### src/rtl/ram_bridge_pkg.sv
// Shared constants and state encoding for the UART-to-RAM command bridge.
package ram_bridge_pkg;

    localparam logic [7:0] CMD_WRITE = 8'h57;   // 'W'
    localparam logic [7:0] CMD_READ  = 8'h52;   // 'R'
    localparam logic [7:0] RSP_ACK   = 8'h4B;   // 'K'

    typedef logic [2:0] state_t;

    localparam state_t ST_IDLE    = 3'd0;
    localparam state_t ST_ADDR    = 3'd1;
    localparam state_t ST_DATA    = 3'd2;
    localparam state_t ST_MEM_WR  = 3'd3;
    localparam state_t ST_RD_WAIT = 3'd4;
    localparam state_t ST_TX      = 3'd5;

    function automatic logic is_cmd(input logic [7:0] b);
        return (b == CMD_WRITE) || (b == CMD_READ);
    endfunction

endpackage

### src/rtl/bridge_tx_serializer.sv
// Emits a loaded word (or a single byte) LSB first over a valid/ready byte port.
module bridge_tx_serializer #(
    parameter int DATA_BYTES = 4
) (
    input  logic                    clk_in,
    input  logic                    rst_n_in,
    input  logic                    load,
    input  logic [8*DATA_BYTES-1:0] word,
    input  logic [2:0]              nbytes,
    output logic [7:0]              tx_data,
    output logic                    tx_valid,
    input  logic                    tx_ready,
    output logic                    done
);

    localparam int DW = 8 * DATA_BYTES;

    logic [DW-1:0] shreg;
    logic [2:0]    rem;
    logic          valid_q;

    assign tx_data  = shreg[7:0];
    assign tx_valid = valid_q;
    // Asserted in the cycle the final byte is accepted, so the parser can leave TX on that edge.
    assign done     = valid_q && tx_ready && (rem == 3'd1);

    // Load a new word, or advance to the next byte after each handshake.
    always_ff @(posedge clk_in or negedge rst_n_in) begin
        if (!rst_n_in) begin
            shreg   <= '0;
            rem     <= '0;
            valid_q <= 1'b0;
        end else if (load) begin
            shreg   <= word;
            rem     <= nbytes;
            valid_q <= (nbytes != 3'd0);
        end else if (valid_q && tx_ready) begin
            if (rem == 3'd1) begin
                valid_q <= 1'b0;
            end else begin
                shreg <= shreg >> 8;
            end
            rem <= rem - 3'd1;
        end
    end

endmodule

### src/rtl/ram_bridge_cmd.sv
// Byte-stream command engine: parses 'W'/'R' commands from the UART receiver,
// drives one RAM port and returns ack / read data bytes to the transmitter.
//
// state      | meaning
// -----------+------------------------------------------------------------
// ST_IDLE    | waiting for a command byte; non-command bytes flag an error
// ST_ADDR    | collecting address bytes, LSB first
// ST_DATA    | collecting write data bytes, LSB first
// ST_MEM_WR  | write strobe cycle; ack byte is queued for transmit
// ST_RD_WAIT | read strobe issued, counting down the RAM read latency
// ST_TX      | response bytes being handed to the transmitter
module ram_bridge_cmd
    import ram_bridge_pkg::*;
#(
    parameter int ADDR_BYTES     = 4,
    parameter int DATA_BYTES     = 4,
    parameter int READ_LATENCY   = 2,
    parameter int TIMEOUT_CYCLES = 65535
) (
    input  logic                    clk_in,
    input  logic                    rst_n_in,
    input  logic [7:0]              rx_data_in,
    input  logic                    rx_valid_in,
    output logic [8*ADDR_BYTES-1:0] mem_addr_out,
    output logic [8*DATA_BYTES-1:0] mem_wdata_out,
    output logic                    mem_we_out,
    output logic                    mem_re_out,
    input  logic [8*DATA_BYTES-1:0] mem_rdata_in,
    output logic [7:0]              tx_data_out,
    output logic                    tx_valid_out,
    input  logic                    tx_ready_in,
    output logic                    busy_out,
    output logic                    err_out
);

    localparam int AW = 8 * ADDR_BYTES;
    localparam int DW = 8 * DATA_BYTES;
    localparam int TW = (TIMEOUT_CYCLES > 1) ? $clog2(TIMEOUT_CYCLES) : 1;

    localparam logic [2:0]    ADDR_LOAD = 3'(ADDR_BYTES);
    localparam logic [2:0]    DATA_LOAD = 3'(DATA_BYTES);
    localparam logic [2:0]    LAT_LOAD  = 3'(READ_LATENCY);
    // Idle counter runs down from TIMEOUT_CYCLES-1; hitting zero on an idle cycle is the timeout.
    localparam logic [TW-1:0] TO_LOAD   = TW'((TIMEOUT_CYCLES > 0) ? TIMEOUT_CYCLES - 1 : 0);

    state_t        state;
    logic          mode_rd;
    logic [2:0]    byte_cnt;
    logic [2:0]    lat_cnt;
    logic [TW-1:0] idle_cnt;
    logic [AW-1:0] addr_buf;
    logic [DW-1:0] data_buf;
    logic [AW-1:0] addr_shift;
    logic [DW-1:0] data_shift;
    logic          timeout_hit;

    logic          ser_load;
    logic [DW-1:0] ser_word;
    logic [2:0]    ser_nbytes;
    logic          ser_done;

    // New bytes enter at the top so the first byte on the wire ends up in the LSBs.
    assign addr_shift  = (addr_buf >> 8) | (AW'(rx_data_in) << (AW - 8));
    assign data_shift  = (data_buf >> 8) | (DW'(rx_data_in) << (DW - 8));
    assign timeout_hit = (TIMEOUT_CYCLES != 0) && (idle_cnt == '0);
    assign busy_out    = (state != ST_IDLE);

    // Command parser, RAM strobes, latency/timeout counters and error pulse.
    always_ff @(posedge clk_in or negedge rst_n_in) begin
        if (!rst_n_in) begin
            state         <= ST_IDLE;
            mode_rd       <= 1'b0;
            byte_cnt      <= '0;
            lat_cnt       <= '0;
            idle_cnt      <= '0;
            addr_buf      <= '0;
            data_buf      <= '0;
            mem_addr_out  <= '0;
            mem_wdata_out <= '0;
            mem_we_out    <= 1'b0;
            mem_re_out    <= 1'b0;
            err_out       <= 1'b0;
            ser_load      <= 1'b0;
            ser_word      <= '0;
            ser_nbytes    <= '0;
        end else begin
            mem_we_out <= 1'b0;
            mem_re_out <= 1'b0;
            err_out    <= 1'b0;
            ser_load   <= 1'b0;

            case (state)
                ST_IDLE: begin
                    if (rx_valid_in) begin
                        if (is_cmd(rx_data_in)) begin
                            state    <= ST_ADDR;
                            mode_rd  <= (rx_data_in == CMD_READ);
                            byte_cnt <= ADDR_LOAD;
                            idle_cnt <= TO_LOAD;
                            addr_buf <= '0;
                            data_buf <= '0;
                        end else begin
                            err_out <= 1'b1;
                        end
                    end
                end

                ST_ADDR, ST_DATA: begin
                    if (rx_valid_in) begin
                        idle_cnt <= TO_LOAD;
                        byte_cnt <= byte_cnt - 3'd1;
                        if (state == ST_ADDR) begin
                            addr_buf <= addr_shift;
                            if (byte_cnt == 3'd1) begin
                                if (mode_rd) begin
                                    mem_addr_out <= addr_shift;
                                    mem_re_out   <= 1'b1;
                                    lat_cnt      <= LAT_LOAD;
                                    state        <= ST_RD_WAIT;
                                end else begin
                                    byte_cnt <= DATA_LOAD;
                                    state    <= ST_DATA;
                                end
                            end
                        end else begin
                            data_buf <= data_shift;
                            if (byte_cnt == 3'd1) begin
                                mem_addr_out  <= addr_buf;
                                mem_wdata_out <= data_shift;
                                mem_we_out    <= 1'b1;
                                state         <= ST_MEM_WR;
                            end
                        end
                    end else if (timeout_hit) begin
                        state    <= ST_IDLE;
                        err_out  <= 1'b1;
                        addr_buf <= '0;
                        data_buf <= '0;
                    end else begin
                        idle_cnt <= idle_cnt - 1'b1;
                    end
                end

                ST_MEM_WR: begin
                    ser_load   <= 1'b1;
                    ser_word   <= DW'(RSP_ACK);
                    ser_nbytes <= 3'd1;
                    state      <= ST_TX;
                end

                ST_RD_WAIT: begin
                    if (lat_cnt == 3'd0) begin
                        ser_load   <= 1'b1;
                        ser_word   <= mem_rdata_in;
                        ser_nbytes <= DATA_LOAD;
                        state      <= ST_TX;
                    end else begin
                        lat_cnt <= lat_cnt - 3'd1;
                    end
                end

                ST_TX: begin
                    if (ser_done) begin
                        state <= ST_IDLE;
                    end
                end

                default: state <= ST_IDLE;
            endcase

            // Bytes arriving while a transfer is in flight are dropped but reported.
            if (rx_valid_in && (state == ST_MEM_WR || state == ST_RD_WAIT || state == ST_TX)) begin
                err_out <= 1'b1;
            end
        end
    end

    bridge_tx_serializer #(
        .DATA_BYTES (DATA_BYTES)
    ) u_tx_ser (
        .clk_in   (clk_in),
        .rst_n_in (rst_n_in),
        .load     (ser_load),
        .word     (ser_word),
        .nbytes   (ser_nbytes),
        .tx_data  (tx_data_out),
        .tx_valid (tx_valid_out),
        .tx_ready (tx_ready_in),
        .done     (ser_done)
    );

endmodule
### config.mk
export PLATFORM = sky130hd
export DESIGN_NAME = ram_bridge_cmd
export DESIGN_NICKNAME = d
export VERILOG_FILES = /design/src/rtl/ram_bridge_pkg.sv /design/src/rtl/bridge_tx_serializer.sv /design/src/rtl/ram_bridge_cmd.sv
export SDC_FILE = /design/constraint.sdc
export NUM_CORES = 1
export LEC_CHECK = 0
export ABC_AREA = 1
export CORE_UTILIZATION = 55
export DETAILED_ROUTE_END_ITERATION = 12
export PLACE_DENSITY = 0.84
export RECOVER_POWER = 50
export SLEW_MARGIN = 20
export SYNTH_ARGS = -nofsm -noshare
export SYNTH_HDL_FRONTEND = slang
export SYNTH_SLANG_ARGS = --single-unit
### constraint.sdc
create_clock -name clk_in -period 4.3 [get_ports clk_in]
set_clock_uncertainty 0.2 [all_clocks]
set_input_delay 0.645 -clock clk_in [delete_from_list [all_inputs] [get_ports clk_in]]
set_output_delay 0.645 -clock clk_in [all_outputs]
set_load 0.01 [all_outputs]
==> summary.txt, run 1 <==
Run status
  – Status: finished with violations
  – Failing checks: max-capacitance violations, max-slew violations

Logic synthesis
  – Synthesized area: between 9000 and 10000 µm²
  – Post-Syn Instances: 1157
  – Ys Warns: 0
  – Mean Syn Cell Area: roughly 8.4 µm²
  – Post-synth top area share: between 50% and 60%
  – Syn nets: around 1200
  – Post-synth top area cell: dfrtp_1
  – Ranking of synthesized cells by area: dfrtp_1 (56%), nand2_1 (19%), nor2_1 (3.6%)
  – Yosys cell types: 37
  – Register bit total from synthesis: 220
  – Seq/Total Area, Yosys: about 56%

CTS
  – Post-CTS sizing: 0
  – Clock Path Buffers: 3
  – CTS sink count: 220
  – CTS clock-pin slew for the worst setup and hold paths: around 0.060 ns
  – Total clock buffers created by CTS: 23
  – Root Driver: clkbuf_16
  – Hold buffer count at cts: 0
  – Clk Latency, worst-skew pair: 0.52 ns
  – CTS tree: yes
  – Setup bufs post-CTS: 0
  – H-tree depth: 1

Routing
  – First-pass DRT Iterations: 5
  – DR iter-0 viols: between 600 and 700
  – Vias/cell: approximately 5.6
  – DR WL/cell: between 15 and 20 µm
  – # DRC: 0
  – Vias: between 8000 and 9000
  – Routed Antenna Nets: 0
  – Routed WL: approximately 23000 µm

Cells and area
  – Share of layout cells above drive strength 1: 6.630%
  – Commonest non-fill, non-tap cells in the layout: nand2_1 (485), dfrtp_1 (220), clkdlybuf4s50_1 (118)
  – Commonest non-fill, non-tap cell in the layout: nand2_1
  – Nets: between 1000 and 1500
  – Number of antenna diodes: 0
  – Area growth, synth to finish: 21.68%
  – Filler cells: roughly 1300
  – Finished Layout Cells: 1492

Timing
  – Setup TNS: 0 ns
  – Final Hold Fails: 0
  – Fin crit share: between 70 and 80%
  – Slew at the pin closest to its max-slew limit: ~2.4 ns
  – Final setup viols: 0
  – Min cycle time layout: around 3.2 ns
  – RSZ-0062 raised after global routing: false
  – Slew margin rel.: -61.85%
  – Fmax: roughly 0.31 GHz
  – Fin. max-slew vios: 100

Critical path
  – Crit path launch type: register
  – Delay of the slowest critical-path stage: roughly 1.0 ns
  – CP Data Arrival Time: between 3 and 4 ns
  – Crit path top cell by count: nor2_1
  – WS Path Type: register to register
  – CP cell instances: nor2_1 > nand2_1 > nor2_2 > clkbuf_1 > nor2_1 > buf_4 > inv_1 > nand3_1 > o21ai_0
  – Largest delay share family, worst path: buffers and inverters
  – WP buf/inv: 3
  – Worst Setup End Kind: register
  – Critical path peak fanout: 29
  – Critical path's slowest cell: clkbuf_1
  – Worst endpoint required time: approximately 4.5 ns

Floorplanning
  – Row count: 48
  – Initial Util: 56.32%
  – Die Span Y: about 140 µm
  – Ports: between 100 and 150
  – Die width: between 100 and 150 µm
  – Die Area: about 18000 µm²
  – Placeable Area: roughly 17000 µm²

Placed design
  – GPL Wtd Cong: 0.8754
  – Placed cell count: ~1500
  – Detail Placement HPWL: approximately 15000 µm
  – Port bufs: 120

Hold path
  – Worst min-delay path class: register to register

Global routing
  – First-pass GRT wire length: 39130 µm
  – Vias in the first global route: between 8000 and 9000
  – Largest net degree at the start of global routing: a little over 100
  – Tot GR Track Use: 26.73%
  – Initial antenna violation count: 0
  – GRT overflow: 0

Power
  – Power Density: ~750 nW/µm²
  – Leak: 0.005751 µW
  – Peak supply drop: around 0.44 mV
  – Post-route total power: between 8000 and 9000 µW

Job
  – Max-cap viol count: 1
-- kinds of logic (layout without fill, tap and decap cells) --
logic type | Yosys count | count (layout) | synth area share (%)
AND/OR/NAND/NOR | 657 | 657 | 27.56
flip-flops | 220 | 220 | 56.32
buffers and inverters | 138 | 248 | 6.207
AO/OA/AOI/OAI | 131 | 131 | 8.652
adder cells (fa/ha/maj) | 7 | 7 | 0.8959
XOR/XNOR | 3 | 3 | 0.2688
multiplexers | 1 | 1 | 0.1024
-- worst min-delay path: cells and delay by family (launching register included) --
kind             cells  cell delay, ns
DFF                  1            0.34
and+or+nand+nor      2            0.10
-- layout make-up --
type	instances	area (µm²)	area share (%)
Clock buffer	26	616.8	5.186
Inverter	77	289.0	2.430
Sequential cell	220	5505	46.28
Timing Repair Buffer	131	1285	10.80
Multi-Input combinational cell	799	3681	30.95
Clock inverter	14	236.5	1.988
Tap cell	225	281.5	2.367
-- power by group --
group	internal, µW	total (µW)	switching, µW
sequential	2830	3390	562
combinational	1270	3250	1980
clock	1390	2220	828
total	5500	8870	3370
-- synthesized netlist by cell type --
cell      number
nand2_2        2
o221ai_1       1
nand2_1      485
nor2_4         5
a22o_1        20
o21ai_0       24
mux2i_1        1
inv_2          9
nor3_1         2
ha_1           7
o21ai_1       15
o22a_1         4
buf_4         14
nor2_1        95
buf_1          1
o21bai_2       1
o21ai_2        1
buf_2         29
or2_2          1
a21oi_1        1
nand2_4        3
nand4_1       35
o21a_1         1
a21oi_2        1
clkbuf_1      17
nor2_2         5
inv_1         68
nand3_1       20
o22ai_1        9
dfrtp_1      220
o211ai_1       1
o31ai_1        1
nand3_4        1
nand3_2        3
xor2_1         1
xnor2_1        2
a31oi_1       51
-- flip-flops by register name, summed over array words and instances, names as in the netlist, 2 cells and up --
signal and cells:
state 3, mem_addr_out 32, ser_word 32, lat_cnt 3
data_buf 24, u_tx_ser.rem 3, u_tx_ser.shreg 32, addr_buf 32
byte_cnt 3, ser_nbytes 2, mem_wdata_out 32, idle_cnt 16
-- worst paths after layout --
check / from / to / slack (ns) / cells past startpoint
max reg2reg: state[0]$_DFFE_PN0P_ / ser_word[31]$_DFFE_PN0P_ / 1.08 / 9
max in group asynchronous: rst_n_in / idle_cnt[9]$_DFFE_PN0P_ / 1.34 / 2
min: mem_wdata_out[6]$_DFFE_PN0P_ / mem_wdata_out[6]$_DFFE_PN0P_ / 0.27 / 2
max: state[0]$_DFFE_PN0P_ / ser_word[31]$_DFFE_PN0P_ / 1.08 / 9
min in group asynchronous: rst_n_in / ser_word[29]$_DFFE_PN0P_ / 0.64 / 1
min reg2reg: mem_wdata_out[6]$_DFFE_PN0P_ / mem_wdata_out[6]$_DFFE_PN0P_ / 0.27 / 2
-- per-layer routing --
| layer | vias up | part of all wire (%) | GRT usage (%) |
|---|---|---|---|
| li1 | 3901 | - | - |
| met1 | 4040 | 42 | 36.65 |
| met2 | 311 | 49 | 44.33 |
| met3 | 50 | 6.5 | 3.479 |
| met4 | 0 | 2.4 | 8.489 |
| met5 | - | 0 | 0 |
-- through the flow --
stage                     hold slack [ns]  util, %  setup slack, ns  instance area (µm²)
after CTS                         0.02831    68.62            1.432                11910
after global placement             0.2533    63.70            1.046                11060
after global routing               0.2956    68.53           0.7164                11900
final                              0.2695    68.53            1.079                11900
after detailed placement           0.2585    63.70           0.9417                11060
after floorplan                    0.1494        -            2.268                 9776
(Power assumes the default switching activity.)
==> run 2: changes to the inputs <==
==> constraint.sdc (replaced) <==
create_clock -name clk_in -period 3 [get_ports clk_in]
set_clock_uncertainty 0.2 [all_clocks]
set_input_delay 0.45 -clock clk_in [delete_from_list [all_inputs] [get_ports clk_in]]
set_output_delay 0.45 -clock clk_in [all_outputs]
set_load 0.01 [all_outputs]
==> summary.txt, run 2 (synthesis gave the netlist of run 1 again) <==
Global routing
  – Tot GR Track Use: 26.24% (-0.49 points)
  – First-pass GRT wire length: 38540 µm (-1.5%)
  – Vias in the first global route: 7835 (-2.3%)
  – Initial antenna violation count: 0 (unchanged)
  – GRT overflow: 0 (unchanged)
  – Largest net degree at the start of global routing: 77 (-24%)

Floorplanning
  – Die Area: 18310 µm² (unchanged)
  – Ports: 121 (unchanged)
  – Row count: 48 (unchanged)
  – Initial Util: 56.32% (unchanged)
  – Die width: 135.3 µm (unchanged)
  – Die Span Y: 135.3 µm (unchanged)
  – Placeable Area: 17360 µm² (unchanged)

Hold path
  – Worst hold stages: 2 (unchanged)
  – Hold Crit Start: data_buf[12]$_DFFE_PN0P_
  – Hold path endpoint: data_buf[12]$_DFFE_PN0P_
  – Worst min-delay path class: register to register

Critical path
  – CP Data Arrival Time: 2.80 ns (-0.64 ns)
  – R2r endpoint: addr_buf[23]$_DFFE_PN0P_
  – Crit path launch type: register
  – Critical path peak fanout: 32 (+10%)
  – Worst Setup End Kind: register
  – R2R Path Start: idle_cnt[0]$_DFFE_PN0P_
  – Worst endpoint required time: 3.19 ns (-1.33 ns)
  – Worst reg2reg setup slack: 0.39 ns (-0.69 ns)
  – R2R depth: 9 (unchanged)
  – WS Path Type: register to register

Timing
  – Setup TNS: 0 ns (unchanged)
  – Slew margin rel.: -28.99% (+33 points)
  – Final setup viols: 0 (unchanged)
  – Fin. max-slew vios: 75 (-25%)
  – Min cycle time layout: 2.610 ns (-0.6104 ns)
  – RSZ-0062 raised after global routing: false
  – Final Hold Fails: 0 (unchanged)
  – Worst setup margin: 0.3897 ns (-0.6896 ns)
  – Fmax: 0.3831 GHz (+23%)
  – Fin crit share: 87.01% (+12 points)
  – Slew at the pin closest to its max-slew limit: 1.935 ns (-0.4929 ns)

Placed design
  – GPL Wtd Cong: 0.8932 (+2.0%)
  – Area after DPL: 11150 µm² (+0.88%)
  – Placed cell count: 1460 (+0.55%)
  – Detail Placement HPWL: 15200 µm (+2.4%)
  – Dpl ws: 0.1540 ns (-0.7877 ns)
  – Port bufs: 120 (unchanged)

CTS
  – Clock Path Buffers: 3 (unchanged)
  – Setup bufs post-CTS: 0 (unchanged)
  – Total clock buffers created by CTS: 23 (unchanged)
  – CTS clock-pin slew for the worst setup and hold paths: 0.06 ns (about the same)
  – CTS tree: yes
  – CTS sink count: 220 (unchanged)
  – Root Driver: clkbuf_16
  – Clk Latency, worst-skew pair: 0.52 ns (about the same)
  – H-tree depth: 1 (unchanged)

Job
  – Max-cap viol count: 1 (unchanged)

Cells and area
  – Cell area after layout: 11900 µm² (about the same)
  – Number of antenna diodes: 0 (unchanged)
  – Share of layout cells above drive strength 1: 6.421% (-0.21 points)
  – Filler cells: 1389 (+7.0%)
  – Commonest non-fill, non-tap cell in the layout: nand2_1
  – Storage element area: 5505 µm² (unchanged)
  – Commonest non-fill, non-tap cells in the layout: nand2_1 (485), dfrtp_1 (220), clkdlybuf4s50_1 (118)
  – Nets: 1312 (+0.69%)
  – Area growth, synth to finish: 21.72% (about the same)
  – Finished Layout Cells: 1502 (+0.67%)
  – Multi-input gate area: 3676 µm² (-0.14%)

Routing
  – Vias: 8211 (-1.1%)
  – Routed Antenna Nets: 0 (unchanged)
  – Vias/cell: 5.467 (-1.8%)
  – DR WL/cell: 15.47 µm (-0.76%)
  – First-pass DRT Iterations: 5 (unchanged)
  – # DRC: 0 (unchanged)
  – Routed WL: 23240 µm (about the same)
  – DR iter-0 viols: 571 (-13%)

Run status
  – Status: finished with violations
  – Failing checks: max-capacitance violations, max-slew violations

Power
  – Peak supply drop: 0.5988 mV (+36%)
  – Leak: 0.005761 µW (+0.18%)
  – Power Density: 1041 nW/µm² (+40%)
## run 2: cell types whose count changed in the layout (fill, tap and decap cells not counted), sizes merged
cell         change
bufinv           -4
inv              -1
buf              +8
clkinv           -2
dlygate4sd3      +1
clkbuf          +10
clkinvlp         -2
## run 2: final cells by class
type,count,share of cell area (%)
Timing Repair Buffer,140,11.62
Sequential cell,220,46.27
Clock buffer,36,5.668
Clock inverter,5,0.7571
Multi-Input combinational cell,799,30.89
Inverter,77,2.429
Tap cell,225,2.366
## run 2: worst max-delay path, stage by stage, from the launching register on
cell     delay, ns
dfrtp_1       0.39
inv_1         0.08
ha_1          0.27
nand2_1       0.19
nor2_1        0.15
nand2_1       0.12
nand2_2       0.23
nand3_2       0.56
nand2_1       0.20
nand2_1       0.08
## run 2: worst max-delay path by stage
stage	cells past startpoint	to	start
3_5_place_dp	9	addr_buf[6]$_DFFE_PN0P_	rx_data_in[2]
2_1_floorplan	8	data_buf[31]$_DFFE_PN0P_	rx_valid_in
5_1_grt	9	addr_buf[0]$_DFFE_PN0P_	idle_cnt[0]$_DFFE_PN0P_
3_3_place_gp	9	addr_buf[13]$_DFFE_PN0P_	rx_data_in[0]
6_report	9	addr_buf[23]$_DFFE_PN0P_	idle_cnt[0]$_DFFE_PN0P_
4_1_cts	9	addr_buf[6]$_DFFE_PN0P_	idle_cnt[0]$_DFFE_PN0P_
## run 2: what timing repair did
item | 4_1_cts | 5_1_grt
endpoints found under the hold margin | 71 | 0
resized for setup | 0 | 0
hold buffers | 1 | 0
## run 2: per-stage QoR
stage	total power [µW]	util [%]	hold slack, ns
after floorplan	7869	-	-0.04559
after global placement	9371	64.27	0.2555
after detailed placement	9535	64.27	0.2588
after CTS	12470	68.73	0.2750
after global routing	13250	68.56	0.2920
final	12390	68.56	0.2719
## run 2: power by group
part / switching [µW] / leakage, µW / internal [µW]
logic: 2820 / 0.00251 / 1850
registers: 793 / 0.00288 / 4060
clock network: 1140 / 0.000375 / 1720
total: 4760 / 0.00576 / 7630
## run 2: routing by layer
| metal | up-vias | wire (µm) | GRT usage, % |
|---|---|---|---|
| met5 | - | 0 | 0 |
| met4 | 0 | 419 | 6.866 |
| met3 | 47 | 1356 | 3.330 |
| met2 | 253 | 11360 | 43.99 |
| met1 | 3997 | 10100 | 36.19 |
| li1 | 3914 | - | - |
==> run 3: changes to the inputs <==
--- a/config.mk
+++ b/config.mk
@@ -7,6 +7,7 @@
 export LEC_CHECK = 0
 export ABC_AREA = 1
 export CORE_UTILIZATION = 55
+export CTS_BUF_LIST = sky130_fd_sc_hd__clkbuf_16
 export DETAILED_ROUTE_END_ITERATION = 12
 export PLACE_DENSITY = 0.84
 export RECOVER_POWER = 50
==> summary.txt, run 3 (synthesis gave the netlist of run 1 again) <==
Run status
  – Status: finished with violations
  – Failing checks: max-capacitance violations, max-slew violations

Cells and area
  – Nets: 1312 (unchanged)
  – Commonest non-fill, non-tap cell in the layout: nand2_1
  – Share of layout cells above drive strength 1: 6.030% (-0.39 points)
  – Number of antenna diodes: 0 (unchanged)
  – Area growth, synth to finish: 21.21%
  – Final core occ: 68.27% (-0.29 points)
  – Commonest non-fill, non-tap cells in the layout: nand2_1 (485), dfrtp_1 (220), clkdlybuf4s50_1 (118)

Timing
  – Final setup viols: 0 (unchanged)
  – Setup TNS: 0 ns (unchanged)
  – Fmax: 0.3853 GHz (+0.58%)
  – Min cycle time layout: 2.595 ns (-0.01500 ns)
  – RSZ-0062 raised after global routing: false
  – Slew at the pin closest to its max-slew limit: 1.930 ns (-0.004675 ns)
  – Final Hold Fails: 0 (unchanged)
  – Fin. max-slew vios: 75 (unchanged)
  – Slew margin rel.: -28.68% (+0.31 points)
  – Fin crit share: 86.51% (-0.50 points)

Global routing
  – Largest net degree at the start of global routing: 77 (unchanged)
  – Vias in the first global route: 7839 (+0.051%)
  – Initial antenna violation count: 0 (unchanged)
  – GRT overflow: 0 (unchanged)
  – Tot GR Track Use: 26.14% (-0.093 points)
  – First-pass GRT wire length: 38430 µm (-0.29%)

Power
  – Leak: 0.005766 µW (about the same)
  – Power Density: 1032 nW/µm² (-0.90%)
  – Peak supply drop: 0.5984 mV (about the same)

Routing
  – Vias: 8183 (-0.34%)
  – DR iter-0 viols: 631 (+11%)
  – Routed Antenna Nets: 0 (unchanged)
  – # DRC: 0 (unchanged)
  – DR WL/cell: 15.41 µm (-0.39%)
  – First-pass DRT Iterations: 7 (+2)
  – Vias/cell: 5.448 (-0.34%)
  – Routed WL: 23150 µm (-0.39%)

CTS
  – H-tree depth: 1 (unchanged)
  – CTS sink count: 220 (unchanged)
  – Root Driver: clkbuf_16
  – Post-CTS sizing: 0 (unchanged)
  – Setup bufs post-CTS: 0 (unchanged)
  – CTS clock-pin slew for the worst setup and hold paths: 0.06 ns (about the same)
  – CTS tree: yes
  – Total clock buffers created by CTS: 23 (unchanged)
  – Hold buffer count at cts: 1 (unchanged)
  – Clk Latency, worst-skew pair: 0.52 ns (about the same)
  – Clock Path Buffers: 3 (unchanged)

Critical path
  – Worst Setup End Kind: register
  – Worst reg2reg setup slack: 0.40 ns (+0.02 ns)
  – Worst Setup SP: idle_cnt[0]$_DFFE_PN0P_
  – Worst endpoint required time: 3.19 ns (about the same)
  – R2R Path Start: idle_cnt[0]$_DFFE_PN0P_
  – WS Path Type: register to register
  – Crit path launch type: register
  – CP Data Arrival Time: 2.78 ns (-0.02 ns)
  – R2r endpoint: addr_buf[23]$_DFFE_PN0P_
  – Critical path peak fanout: 32 (unchanged)
  – Crit path to: addr_buf[23]$_DFFE_PN0P_
  – R2R depth: 9 (unchanged)

Floorplanning
  – Die width: 135.3 µm (unchanged)
  – Ports: 121 (unchanged)
  – Placeable Area: 17360 µm² (unchanged)
  – Die Span Y: 135.3 µm (unchanged)
  – Initial Util: 56.32% (unchanged)
  – Row count: 48 (unchanged)
  – Die Area: 18310 µm² (unchanged)

Hold path
  – Worst min-delay path class: register to register

Placed design
  – GPL Wtd Cong: 0.8932 (unchanged)
  – Detail Placement HPWL: 15200 µm (unchanged)
  – Port bufs: 120 (unchanged)

Job
  – Max-cap viol count: 1 (unchanged)
run 3: critical path, cell delays in order (launching register included):
cell,delay (ns)
dfrtp_1,0.40
inv_1,0.09
ha_1,0.27
nand2_1,0.18
nor2_1,0.14
nand2_1,0.12
nand2_2,0.23
nand3_2,0.56
nand2_1,0.20
nand2_1,0.08
run 3: power by group:
| part | total [µW] | internal [µW] | switching (µW) |
|---|---|---|---|
| sequential | 4850 | 4060 | 791 |
| clock | 2700 | 1570 | 1140 |
| combinational | 4670 | 1850 | 2820 |
run 3: through the flow:
stage	setup slack (ns)	std cells	instance area (µm²)	hold slack, ns	power [µW]
3_5_place_dp	0.1540	1460	11150	0.2588	9535
4_1_cts	0.3954	1502	11880	0.2750	12310
3_3_place_gp	0.2443	1460	11150	0.2555	9371
6_report	0.4047	1502	11850	0.2719	12220
5_1_grt	0.1606	1502	11850	0.2921	13080
2_1_floorplan	1.163	1157	9776	-0.04559	7869
run 3: worst min-delay path by stage:
stage                                         endpoint  cells after the start                    startpoint
final                         data_buf[12]$_DFFE_PN0P_                      2      data_buf[12]$_DFFE_PN0P_
after global routing      mem_wdata_out[0]$_DFFE_PN0P_                      2  mem_wdata_out[0]$_DFFE_PN0P_
after CTS                     data_buf[12]$_DFFE_PN0P_                      2      data_buf[12]$_DFFE_PN0P_
after detailed placement       addr_buf[4]$_DFFE_PN0P_                      2       addr_buf[4]$_DFFE_PN0P_
after global placement        data_buf[15]$_DFFE_PN0P_                      2      data_buf[15]$_DFFE_PN0P_
after floorplan                addr_buf[0]$_DFFE_PN0P_                      0                      rst_n_in
run 3: final cells by class:
cell class	count	area, µm²
fillers	1399	5508
inverters	77	289.0
flip-flops and latches	220	5505
well taps	225	281.5
clock buffers	23	575.6
multi-input cells	799	3676
clock inverters	18	138.9
repair buffers	140	1383
run 3: layer usage:
metal / track usage [%] / part of all wire (%) / up-vias
met3: 3.255 / 5.8 / 43
met2: 43.82 / 49 / 254
met1: 36.10 / 43 / 3973
li1: - / - / 3913
met4: 6.866 / 1.8 / 0
met5: 0 / 0 / -
